===== src/rtl/muller_c_hs_sequencer_if.sv =====
// Handshake, configuration and status bundle between the pad-side controller
// and the Muller C-element sequencer.
interface muller_c_hs_sequencer_if #(
   parameter int CNT_W  = 8,
   parameter int SKEW_W = 4
);
   logic              start;
   logic              stop;
   logic [CNT_W-1:0]  cfg_count;
   logic [SKEW_W-1:0] cfg_skew;
   logic              cfg_b_first;
   logic              c_in;
   logic              a_out;
   logic              b_out;
   logic              busy;
   logic              done;
   logic              err_early;
   logic              err_timeout;
   logic [CNT_W-1:0]  hs_count;

   modport master (
      output start, stop, cfg_count, cfg_skew, cfg_b_first, c_in,
      input  a_out, b_out, busy, done, err_early, err_timeout, hs_count
   );

   modport slave (
      input  start, stop, cfg_count, cfg_skew, cfg_b_first, c_in,
      output a_out, b_out, busy, done, err_early, err_timeout, hs_count
   );
endinterface


===== src/rtl/muller_c_hs_sequencer.sv =====
// Drives a C-element through repeated four-phase handshakes, checks that its
// output only moves after both inputs agree, and counts completed handshakes.
//
//  state    | meaning
//  ---------+----------------------------------------------------------
//  S_IDLE   | waiting for an accepted start
//  S_R_LEAD | leading input goes high, skew timer loaded
//  S_R_SKEW | only leading input high; c must stay 0
//  S_R_WAIT | both inputs high; waiting for c to rise
//  S_F_LEAD | leading input goes low, skew timer loaded
//  S_F_SKEW | only trailing input high; c must stay 1
//  S_F_WAIT | both inputs low; waiting for c to fall
//  S_DONE   | one-cycle done pulse
//  S_ERROR  | early or timeout fault latched, inputs held low
module muller_c_hs_sequencer #(
   parameter int CNT_W   = 8,
   parameter int SKEW_W  = 4,
   parameter int TIMEOUT = 16
) (
   input logic                    clk,
   input logic                    rst_n,
   muller_c_hs_sequencer_if.slave hs
);
   localparam int TO_W = $clog2(TIMEOUT);
   localparam logic [TO_W-1:0] TO_LOAD = TO_W'(TIMEOUT - 1);

   typedef enum logic [3:0] {
      S_IDLE, S_R_LEAD, S_R_SKEW, S_R_WAIT,
      S_F_LEAD, S_F_SKEW, S_F_WAIT, S_DONE, S_ERROR
   } state_t;

   state_t            state_q, state_d;
   logic              c_s1, c_s2;
   logic [CNT_W-1:0]  cnt_q;
   logic [SKEW_W-1:0] skew_q;
   logic              b_first_q;
   logic [SKEW_W-1:0] skew_cnt_q, skew_cnt_d;
   logic [TO_W-1:0]   to_cnt_q, to_cnt_d;
   logic              lead_q, lead_d, trail_q, trail_d;
   logic [CNT_W-1:0]  hs_q, hs_d, hs_inc;
   logic              early_q, early_d, tout_q, tout_d;
   logic              cfg_load, idle_like, accept;

   assign hs_inc    = hs_q + CNT_W'(1);
   assign idle_like = (state_q == S_IDLE) || (state_q == S_DONE) || (state_q == S_ERROR);
   assign accept    = hs.start && (hs.cfg_count != '0) && idle_like;

   always_ff @(posedge clk or negedge rst_n) begin
      if (!rst_n) begin
         state_q    <= S_IDLE;
         c_s1       <= 1'b0;
         c_s2       <= 1'b0;
         cnt_q      <= '0;
         skew_q     <= '0;
         b_first_q  <= 1'b0;
         skew_cnt_q <= '0;
         to_cnt_q   <= '0;
         lead_q     <= 1'b0;
         trail_q    <= 1'b0;
         hs_q       <= '0;
         early_q    <= 1'b0;
         tout_q     <= 1'b0;
      end else begin
         c_s1       <= hs.c_in;
         c_s2       <= c_s1;
         state_q    <= state_d;
         skew_cnt_q <= skew_cnt_d;
         to_cnt_q   <= to_cnt_d;
         lead_q     <= lead_d;
         trail_q    <= trail_d;
         hs_q       <= hs_d;
         early_q    <= early_d;
         tout_q     <= tout_d;
         if (cfg_load) begin
            cnt_q     <= hs.cfg_count;
            skew_q    <= hs.cfg_skew;
            b_first_q <= hs.cfg_b_first;
         end
      end
   end

   always_comb begin
      state_d    = state_q;
      skew_cnt_d = skew_cnt_q;
      to_cnt_d   = to_cnt_q;
      lead_d     = lead_q;
      trail_d    = trail_q;
      hs_d       = hs_q;
      early_d    = early_q;
      tout_d     = tout_q;
      cfg_load   = 1'b0;

      // stop outranks start and every state transition
      if (hs.stop) begin
         state_d = S_IDLE;
         lead_d  = 1'b0;
         trail_d = 1'b0;
      end else if (accept) begin
         state_d  = S_R_LEAD;
         cfg_load = 1'b1;
         hs_d     = '0;
         early_d  = 1'b0;
         tout_d   = 1'b0;
         lead_d   = 1'b0;
         trail_d  = 1'b0;
      end else begin
         case (state_q)
            S_R_LEAD: begin
               lead_d     = 1'b1;
               skew_cnt_d = skew_q;
               if (skew_q == '0) begin
                  trail_d  = 1'b1;
                  to_cnt_d = TO_LOAD;
                  state_d  = S_R_WAIT;
               end else begin
                  state_d = S_R_SKEW;
               end
            end
            S_R_SKEW: begin
               skew_cnt_d = skew_cnt_q - SKEW_W'(1);
               if (c_s2) begin
                  early_d = 1'b1;
                  lead_d  = 1'b0;
                  trail_d = 1'b0;
                  state_d = S_ERROR;
               end else if (skew_cnt_q == SKEW_W'(1)) begin
                  trail_d  = 1'b1;
                  to_cnt_d = TO_LOAD;
                  state_d  = S_R_WAIT;
               end
            end
            S_R_WAIT: begin
               if (c_s2) begin
                  state_d = S_F_LEAD;
               end else if (to_cnt_q == '0) begin
                  tout_d  = 1'b1;
                  lead_d  = 1'b0;
                  trail_d = 1'b0;
                  state_d = S_ERROR;
               end else begin
                  to_cnt_d = to_cnt_q - TO_W'(1);
               end
            end
            S_F_LEAD: begin
               lead_d     = 1'b0;
               skew_cnt_d = skew_q;
               if (skew_q == '0) begin
                  trail_d  = 1'b0;
                  to_cnt_d = TO_LOAD;
                  state_d  = S_F_WAIT;
               end else begin
                  state_d = S_F_SKEW;
               end
            end
            S_F_SKEW: begin
               skew_cnt_d = skew_cnt_q - SKEW_W'(1);
               if (!c_s2) begin
                  early_d = 1'b1;
                  lead_d  = 1'b0;
                  trail_d = 1'b0;
                  state_d = S_ERROR;
               end else if (skew_cnt_q == SKEW_W'(1)) begin
                  trail_d  = 1'b0;
                  to_cnt_d = TO_LOAD;
                  state_d  = S_F_WAIT;
               end
            end
            S_F_WAIT: begin
               if (!c_s2) begin
                  hs_d    = hs_inc;
                  state_d = (hs_inc == cnt_q) ? S_DONE : S_R_LEAD;
               end else if (to_cnt_q == '0) begin
                  tout_d  = 1'b1;
                  lead_d  = 1'b0;
                  trail_d = 1'b0;
                  state_d = S_ERROR;
               end else begin
                  to_cnt_d = to_cnt_q - TO_W'(1);
               end
            end
            S_DONE:  state_d = S_IDLE;
            default: ;
         endcase
      end
   end

   assign hs.a_out       = b_first_q ? trail_q : lead_q;
   assign hs.b_out       = b_first_q ? lead_q : trail_q;
   assign hs.busy        = !idle_like;
   assign hs.done        = (state_q == S_DONE);
   assign hs.err_early   = early_q;
   assign hs.err_timeout = tout_q;
   assign hs.hs_count    = hs_q;
endmodule

===== src/flat_wrapper.sv =====
// flat-port wrapper written by rule: the top's interface ports become plain ports
module muller_c_hs_sequencer_flat 
#(
   parameter int CNT_W   = 8,
   parameter int SKEW_W  = 4,
   parameter int TIMEOUT = 16
)
  (clk, rst_n, hs_start, hs_stop, hs_cfg_count, hs_cfg_skew, hs_cfg_b_first, hs_c_in, hs_a_out, hs_b_out, hs_busy, hs_done, hs_err_early, hs_err_timeout, hs_hs_count);
  muller_c_hs_sequencer_if #(.CNT_W(CNT_W), .SKEW_W(SKEW_W)) hs_i ();
  input logic clk;
  input logic rst_n;
  input wire logic [$bits(hs_i.start)-1:0] hs_start;
  input wire logic [$bits(hs_i.stop)-1:0] hs_stop;
  input wire logic [$bits(hs_i.cfg_count)-1:0] hs_cfg_count;
  input wire logic [$bits(hs_i.cfg_skew)-1:0] hs_cfg_skew;
  input wire logic [$bits(hs_i.cfg_b_first)-1:0] hs_cfg_b_first;
  input wire logic [$bits(hs_i.c_in)-1:0] hs_c_in;
  output wire logic [$bits(hs_i.a_out)-1:0] hs_a_out;
  output wire logic [$bits(hs_i.b_out)-1:0] hs_b_out;
  output wire logic [$bits(hs_i.busy)-1:0] hs_busy;
  output wire logic [$bits(hs_i.done)-1:0] hs_done;
  output wire logic [$bits(hs_i.err_early)-1:0] hs_err_early;
  output wire logic [$bits(hs_i.err_timeout)-1:0] hs_err_timeout;
  output wire logic [$bits(hs_i.hs_count)-1:0] hs_hs_count;
  assign hs_i.start = hs_start;
  assign hs_i.stop = hs_stop;
  assign hs_i.cfg_count = hs_cfg_count;
  assign hs_i.cfg_skew = hs_cfg_skew;
  assign hs_i.cfg_b_first = hs_cfg_b_first;
  assign hs_i.c_in = hs_c_in;
  assign hs_a_out = hs_i.a_out;
  assign hs_b_out = hs_i.b_out;
  assign hs_busy = hs_i.busy;
  assign hs_done = hs_i.done;
  assign hs_err_early = hs_i.err_early;
  assign hs_err_timeout = hs_i.err_timeout;
  assign hs_hs_count = hs_i.hs_count;
  muller_c_hs_sequencer #(.CNT_W(CNT_W), .SKEW_W(SKEW_W), .TIMEOUT(TIMEOUT)) u_core (.clk(clk), .rst_n(rst_n), .hs(hs_i));
endmodule

===== config.mk =====
export PLATFORM = sky130hd
export DESIGN_NAME = muller_c_hs_sequencer_flat
export DESIGN_NICKNAME = d
export VERILOG_FILES = /design/src/rtl/muller_c_hs_sequencer_if.sv /design/src/rtl/muller_c_hs_sequencer.sv /design/src/flat_wrapper.sv
export SDC_FILE = /design/constraint.sdc
export NUM_CORES = 1
export LEC_CHECK = 0
export CAP_MARGIN = 20
export CORE_MARGIN = 3
export CORE_UTILIZATION = 50
export DETAILED_ROUTE_END_ITERATION = 8
export GPL_ROUTABILITY_DRIVEN = 0
export GPL_TIMING_DRIVEN = 0
export PLACE_DENSITY_LB_ADDON = 0.1
export SLEW_MARGIN = 20
export SYNTH_ARGS = -nofsm -noshare
export SYNTH_HDL_FRONTEND = slang
export SYNTH_SLANG_ARGS = --single-unit

===== constraint.sdc =====
create_clock -name clk -period 2.8 [get_ports clk]
set_input_delay 0.28 -clock clk [delete_from_list [all_inputs] [get_ports clk]]
set_output_delay 0.28 -clock clk [all_outputs]
set_load 0.05 [all_outputs]

Yosys cells after proc, flatten, opt, wreduce, memory -nomap -nowiden

Cells that the tools add are included.

Add/sub/neg operators: 3
Multipliers: 0
Div/mod/pow operators: 0
Magnitude comparators: 0
Equality and inequality tests: 28
Shift-type cells: 0
Muxes and demuxes: 58
Bitwise operators: 2
Reduce and logical (&&, ||, !) cells: 26

Operators by type and width:

| kind                | count |
|---|---|
| $mux 4              | 16 |
| $mux 1              | 30 |
| $pmux 4 s7          | 1 |
| $mux 8              | 3 |
| $pmux 4 s5          | 1 |
| $eq 4x3->1 const B  | 4 |
| $ne 4x2->1 const B  | 4 |
| $reduce_bool 8->1   | 2 |
| $logic_not 4->1     | 3 |
| $pmux 1 s6          | 2 |
| $reduce_and 3->1    | 3 |
| $reduce_bool 9->1   | 1 |
| $add 8x1->8 const B | 1 |
| $eq 4x1->1 const B  | 2 |
| $eq 4x2->1 const B  | 2 |
| $eq 8x8->1          | 1 |
| $ne 4x4->1 const B  | 2 |
| $pmux 4 s2          | 1 |
| $reduce_and 4->1    | 2 |
| $reduce_and 8->1    | 1 |
| $sub 4x1->4 const B | 2 |
| $reduce_and 7->1    | 1 |
| $ne 2x1->1 const B  | 3 |
| $ne 2x2->1 const B  | 3 |
| 17 further kinds    | 26 |

Bits in registers: 39
Latch bits: 0
Bits in writable memories: 0
ROM bits: 0
Input port bits: 18
Logic and storage cells: 130
Memories: 0

Logic depth before layout (Yosys ltp)

Depth after elaboration: 7
Gate-level depth with buffers: 7

Least setup slack after synthesis

OpenSTA, ideal clock, no wires.

Kind: flip-flop to flip-flop
Start point: register u_core.hs_q[0] (netlist: u_core.hs.hs_count[0])
End point: register u_core.state_q[2]
Setup time: 0.078 ns
Arrival: 2.149 ns
Setup slack: 0.573 ns
Stages on the path, launching flop included: 7
Period minus slack after synthesis: 2.227 ns
Cells stage by stage: dfrtp_1 -> ha_1 -> nand3_1 -> a22o_1 -> a2111oi_0 -> o2111ai_1 -> a21oi_1

Word-level cells in the longest chain between the ends: 7

Ends and longest elaborated chain:

| item                   | line                         | RTL |
|---|---|---|
| start, declared        | muller_c_hs_sequencer.sv:40  | `logic [CNT_W-1:0] hs_q, hs_d, hs_inc;` |
| start signal, assigned | muller_c_hs_sequencer.sv:71  | `hs_q <= hs_d;` |
| $add 8x1->8            | muller_c_hs_sequencer.sv:44  | `assign hs_inc = hs_q + CNT_W'(1);` |
| $eq 8x8->1             | muller_c_hs_sequencer.sv:171 | `state_d = (hs_inc == cnt_q) ? S_DONE : S_R_LEAD;` |
| $mux 3                 | muller_c_hs_sequencer.sv:171 |  |
| $mux 4                 | muller_c_hs_sequencer.sv:169 | `if (!c_s2) begin` |
| $pmux 4 s7             | muller_c_hs_sequencer.sv:107 | `case (state_q)` |
| $mux 4                 | muller_c_hs_sequencer.sv:98  | `end else if (accept) begin` |
| $mux 4                 | muller_c_hs_sequencer.sv:94  | `if (hs.stop) begin` |
| end signal, assigned   | muller_c_hs_sequencer.sv:66  | `state_q <= state_d;` |
| end, declared          | muller_c_hs_sequencer.sv:32  | `state_t state_q, state_d;` |

No other way between the ends.
A chain may end at the register's enable or synchronous reset.

Worst setup path after layout

Start point: register u_core.state_q[1]
End point: register u_core.trail_q

Word-level cells in the longest chain between the ends: 6

Ends and longest elaborated chain:

| item                                                        | line                        | RTL |
|---|---|---|
| $eq 4x3->1 or $logic_not 4->1 (tied branches)               | muller_c_hs_sequencer.sv:45 | `assign idle_like = (state_q == S_IDLE) \|\| (state_q == S_DONE) \|\| (state_q == S_ERROR);` |
| $logic_or 1x1->1 (2 in a row)                               | muller_c_hs_sequencer.sv:45 |  |
| $logic_and 1x1->1                                           | muller_c_hs_sequencer.sv:46 | `assign accept = hs.start && (hs.cfg_count != '0) && idle_like;` |
| $ne 5x5->1 (no source line) (tied with other cells)         | --                          |  |
| $reduce_and 7->1 (no source line) or $mux 1 (tied branches) | --                          |  |
| end signal, assigned                                        | muller_c_hs_sequencer.sv:70 | `trail_q <= trail_d;` |
| end, declared                                               | muller_c_hs_sequencer.sv:39 | `logic lead_q, lead_d, trail_q, trail_d;` |

Parallel ways exist; a longest one is shown, timed or not.

==> results.toml <==
[run_status]
status = "finished, final reports clean"

[grt]
gr-max-usage-layer = "met1"
grt-ovfl-total = 0
antenna_found_initial = 0
grt_util_met2_pct = 32.3
grt_max_degree = 26
use_met1_pct = 33.1
use_met3_pct = 4.13
grt_use_total_pct = 22.1
grt_pass1_vias = 2249
grt_pass1_wl_um = 10800

[setup_path]
crit_family = "buffers and inverters"
path_class = "reg -> reg"
worstPathArrival_ns = 2.55
critPathLaunchType = "register"
worstPathMaxFanout = 10
crit_buf_inv = 3
crit_chain = "clkbuf_1, buf_2, clkbuf_1, o31ai_1, a211oi_1, mux2i_1"
rrSetupSlack_ns = 0.47
crit_path_top_delay_cell = "dfrtp_1"
cp-end-kind = "register"
crit_top_cell = "clkbuf_1"
slowest_delay_ns = 0.42
crit_required_ns = 3.02

[sta]
tightestPinTransition_ns = 0.910
setup-tns-final_ns = 0
timing.hold.ws_ns = 0.356
min_period_ns = 2.33
finalSetupViolCount = 0
max-slew-margin-rel_pct = 39.2
worst_clock_skew_ns = 0.0122
finalHoldViolations = 0
timing.fmax_mhz = 429
period_share_pct = 83.3
finalMaxSlewViolations = 0
rsz0062_at_grt = "no"

[clock_network]
clock-sinks = 39
cts_buffer_depth = 2
root_buffer = "clkbuf_8"
clkTransAtPathRegs_ns = 0.09
h-tree-depth = 2
numCtsBuffers = 5
cts_resized = 0
insertion_delay_ns = 0.30
post_cts_buffers = 0
cts_tree = "done"
holdBufCountCts = 1

[synthesis]
syn_inst = 286
syn_area_um2 = 2600
synth_top_family_by_area = "compound AO/OA/AOI/OAI gates"
syn_area_per_cell_um2 = 9.11
synthMuxAreaShare_pct = 9.22
ys_types = 69
syn_nets = 308
synth_simple_gate_area_share_pct = 19.7
ys.warnings.count = 0
synth_edf_count = 0
async_reset_ff_share_pct = 100
yosysSeqAreaShare_pct = 37.5
synth_compound_area_share_pct = 23.6
synth-xor-area-share_pct = 3.36
synthFlopType = "dfrtp_1"
synth_fa_ha_area_share_pct = 1.92
ys_ff_latch = 39

[power_and_ir_drop]
p_clk_share_pct = 21.4
p_sw_uw = 696
power_density_nw_per_um2 = 597
p_sw_share_pct = 37.4
p_leak_nw = 1.25
seqPwrFrac_pct = 43.3
peakVddDrop_mv = 0.335
internal_power_mw = 1.17
combPwrFrac_pct = 35.4

[finish]
syn_to_final_growth_pct = 19.6
mostFrequentLayoutCells = "dfrtp_1, clkdlybuf4s50_1, o21ai_0"
final_common_cell = "dfrtp_1"
insertedDiodeCount = 0
final_layout_size_suffix_gt1_share_pct = 11.0
final_nets = 348

[worst_hold_path]
worst_hold_path_type = "reg -> reg"

[floorplanning]
fp.dieArea_um2 = 6110
die_h_um = 78.2
start_util_pct = 53.4
pin_count = 32
die_w_um = 78.2
coreArea_um2 = 4880
rows = 25

[routing]
drt-wirelength-per-cell_um = 16.2
drc = 0
viasPerCell = 6.16
vias = 2428
firstDrtPassIters = 8
antenna_left = 0
finalWirelength_um = 6380
dr.first_iter.drc_count = 193

[place]
io_buffers = 31
hpwl_um = 4670

[job]
maxCapViolCount = 0
==> final timing paths <==
path | from | end | cells past startpoint
worst max-delay path | u_core.state_q[1]$_DFFE_PN0P_ | u_core.trail_q$_DFFE_PN0P_ | 6
worst min-delay path | u_core.c_s1$_DFF_PN0_ | u_core.c_s2$_DFF_PN0_ | 0
worst max register to register | u_core.state_q[1]$_DFFE_PN0P_ | u_core.trail_q$_DFFE_PN0P_ | 6
worst min register to register | u_core.c_s1$_DFF_PN0_ | u_core.c_s2$_DFF_PN0_ | 0
max in group asynchronous | rst_n | u_core.cnt_q[3]$_DFFE_PN0P_ | 3
min in group asynchronous | rst_n | u_core.to_cnt_q[3]$_DFFE_PN0P_ | 2
==> synth_stat cells, types with 4 or more instances <==
library cell	number	share of area [%]
a21oi_1	22	4.2
a22o_1	4	1.3
a31oi_1	4	0.96
buf_2	5	0.96
clkbuf_1	10	1.4
dfrtp_1	39	37
ha_1	4	1.9
inv_1	12	1.7
mux2_1	8	3.5
mux2_2	8	3.5
mux2i_1	6	2.3
nand2_1	17	2.4
nand2b_1	7	1.7
nand3_1	6	1.2
nor2_1	20	2.9
nor2b_1	5	1.2
nor3_1	5	0.96
nor3b_1	5	1.4
o21ai_0	23	4.4
xnor2_1	5	1.7
xor2_1	5	1.7
==> power groups by stage <==
stage               clock (mW)  combinational, mW  sequential, mW
global route             0.439              0.722           0.829
CTS                      0.419              0.652           0.804
finish                   0.398              0.658           0.805
floorplan                    0              0.479           0.792
global placement             0              0.637           0.812
detailed placement           0              0.648           0.815
==> cells by family after synthesis <==
family                   Yosys count
AND/OR/NAND/NOR                   91
AO/OA/AOI/OAI                     90
flip-flops                        39
buffers and inverters             30
multiplexers                      22
XOR/XNOR                          10
adder cells (fa/ha/maj)            4
==> per-stage QoR <==
step	util, %	power (mW)	setup slack, ns	std cells	cell area (um^2)
after detailed placement	61.8	1.46	0.229	385	3010
after global routing	63.9	1.99	0.295	394	3120
after global placement	61.5	1.45	0.221	384	3000
final	63.9	1.86	0.469	394	3120
after CTS	63.9	1.87	0.516	394	3120
after floorplan	-	1.27	0.573	286	2610
==> state kept, by name, indices dropped and copies added, names as in the netlist <==
register,cells
u_core.hs.err_timeout,1
u_core.c_s2,1
u_core.to_cnt_q,4
u_core.b_first_q,1
u_core.hs.err_early,1
u_core.skew_cnt_q,4
u_core.lead_q,1
u_core.c_s1,1
u_core.hs.hs_count,8
u_core.skew_q,4
u_core.state_q,4
u_core.cnt_q,8
u_core.trail_q,1
==> area by class of cell <==
type	count	area, um^2
multi-input combinational	217	1510
buffer	17	73.8
inverter	13	48.8
clock inverter	3	23.8
timing repair buffer	33	335
tap	67	83.8
clock buffer	5	68.8
sequential	39	976
fill	448	1760
==> layer usage <==
layer	vias to the layer above	routed length (um)
li1	1138	-
met1	1138	3010
met2	132	2730
met3	20	496
met4	0	136
met5	-	0
Power figures use the tool's default switching activity.
==> variant, RTL diff (same flow settings) <==
`TIMEOUT` is set to 16 in 2 places; all go to 32.
--- a/src/rtl/muller_c_hs_sequencer.sv
+++ b/src/rtl/muller_c_hs_sequencer.sv
@@ -15,7 +15,7 @@
 module muller_c_hs_sequencer #(
    parameter int CNT_W   = 8,
    parameter int SKEW_W  = 4,
-   parameter int TIMEOUT = 16
+   parameter int TIMEOUT = 32
 ) (
    input logic                    clk,
    input logic                    rst_n,
--- a/src/flat_wrapper.sv
+++ b/src/flat_wrapper.sv
@@ -3,7 +3,7 @@
 #(
    parameter int CNT_W   = 8,
    parameter int SKEW_W  = 4,
-   parameter int TIMEOUT = 16
+   parameter int TIMEOUT = 32
 )
   (clk, rst_n, hs_start, hs_stop, hs_cfg_count, hs_cfg_skew, hs_cfg_b_first, hs_c_in, hs_a_out, hs_b_out, hs_busy, hs_done, hs_err_early, hs_err_timeout, hs_hs_count);
   muller_c_hs_sequencer_if #(.CNT_W(CNT_W), .SKEW_W(SKEW_W)) hs_i ();
Formal check against the unedited RTL: same outputs for any inputs over 10 cycles, from zero or initial values and one cycle with rst_n low; that may be too few to reach the edited logic, so the function may still have changed.
==> variant against the unedited design <==
  * Sequential cell count up 1
  * Power rose by 5.2%
  * Synthesized cell count rose by 0.70%
  * Design area about the same
  * Largest cell class unchanged
  * Wire length barely moved
  * Worst setup slack worse by 0.27 ns
  * Area after synthesis grew 0.72%
  * First-iteration DRC count rose by 32%
  * Clock power is 6.8% lower
  * Critical path type unchanged
  * Hold slack is essentially flat
  * Clock skew shrank 0.0049 ns
==> variant: results (changes against the unedited design) <==
[status]
status = finished clean  ; unchanged

[route]
dr_wl_met3_um = 453  ; was 496 um
routed_via_density = 6.16  ; about the same
wl_met1_um = 3100  ; was 3010 um
dr_wl_met2_um = 2770  ; was 2730 um
dr.pass1.iters = 5  ; was 8
drt_iter0_drc = 255  ; was 193
wire_per_inst_um = 16.2  ; about the same

[worst_setup_path]
cp_max_fo = 6  ; was 10
critPathLaunch = u_core.skew_q[2]  ; was u_core.state_q[1]
rrSetupSlack_ns = 0.20  ; was 0.47 ns
r2r.worst_path.cells = 5  ; was 6
cp_slowest_stage_delay_ns = 0.78  ; was 0.42 ns
cp-endpoint = u_core.to_cnt_q[0]  ; was u_core.trail_q
slowest_stage = a2111oi_2  ; was dfrtp_1
critPathArrivalTime_ns = 2.77  ; was 2.55 ns
cpLargestDelayFamily = compound AO/OA/AOI/OAI gates  ; was buffers and inverters

[min_path]
holdPathEnd = u_core.c_s2  ; unchanged
hold_path.class = reg -> reg  ; unchanged

[sta]
relSlewSlack = 0.444  ; was 0.392
skew_ns = 0.00731  ; was 0.0122 ns
min_period_ns = 2.60  ; was 2.33 ns
holdWs_ns = 0.356  ; about the same

[synth]
synthesis.nets = 311  ; was 308
synth_area_leaders = dfrtp_1 (38%), mux2_2 (6.9%), o21ai_0 (5.0%)  ; was dfrtp_1 (37%), o21ai_0 (4.4%), a21oi_1 (4.2%)
seq_area_frac_synth = 0.381  ; was 0.375
synth_cells = 288  ; was 286
synth_xor_area_frac = 0.0267  ; was 0.0336
synth_common_cells = dfrtp_1 (40), o21ai_0 (26), a31oi_1 (18), nor2_1 (17), mux2_2 (16)  ; was dfrtp_1 (39), o21ai_0 (23), a21oi_1 (22), nor2_1 (20), nand2_1 (17)
ys_types = 59  ; was 69
synth-compound-area-share = 0.238  ; was 0.236
yosys.area_share.adder = 0.0238  ; was 0.0192
synth_mux_area_frac = 0.0725  ; was 0.0922

[global_routing]
antenna_found_initial = 0  ; unchanged
met2_usage = 0.328  ; was 0.323
grt.total_usage = 0.221  ; about the same
grt_pass1_wl_um = 11000  ; was 10800 um
grt_max_degree = 27  ; was 26
grt_use_met1 = 0.323  ; was 0.331
grt_pass1_vias = 2285  ; was 2249
gr-usage-met3 = 0.0516  ; was 0.0413

[clocking]
clk_path_buf_depth = 2  ; unchanged
cts_max_level = 2  ; unchanged
clk_pin_slew_worst_paths_ns = 0.08

[power]
ir_drop_uv = 397  ; was 335 uV
leakagePower_nw = 1.25  ; about the same

[placed_design]
io_buffers = 30  ; was 31
dp_hpwl_um = 4670  ; about the same
place_ws_ns = 0.186  ; was 0.229 ns
placed_area_um2 = 3020  ; was 3010 um2

[layout]
drive_gt1_frac = 0.104  ; was 0.110
nets = 350  ; was 348
instances_no_fill = 394  ; unchanged
multi_input_area_um2 = 1520  ; was 1510 um2
num_antenna_cells = 0  ; unchanged
fillers = 430  ; was 448

-- variant: changes by cell type in the layout (fill, tap and decap cells not counted), moves of 4 or more --
cell / before / now
a21oi_1: 22 / 11
a31oi_1: 4 / 18
and3_1: 3 / 7
clkbuf_1: 10 / 14
mux2_1: 8 / 0
mux2_2: 8 / 16
mux2i_1: 6 / 1
nor3_1: 5 / 9
nor3b_1: 5 / 9
o211ai_1: 1 / 5
-- variant: power by group --
group	internal [mW]	leakage, nW	switching (mW)	total [mW]
combinational	0.328	0.715	0.390	0.718
sequential	0.719	0.492	0.150	0.869
clock	0.169	0.0400	0.202	0.371
-- variant: final cells by class --
cell class                      instances  area share
Multi-Input combinational cell        221       0.488
Sequential cell                        40       0.321
Timing Repair Buffer                   32       0.104
Tap cell                               67      0.0269
Clock buffer                            5      0.0221
Buffer                                 17      0.0217
Inverter                               10      0.0120
Clock inverter                          2     0.00401
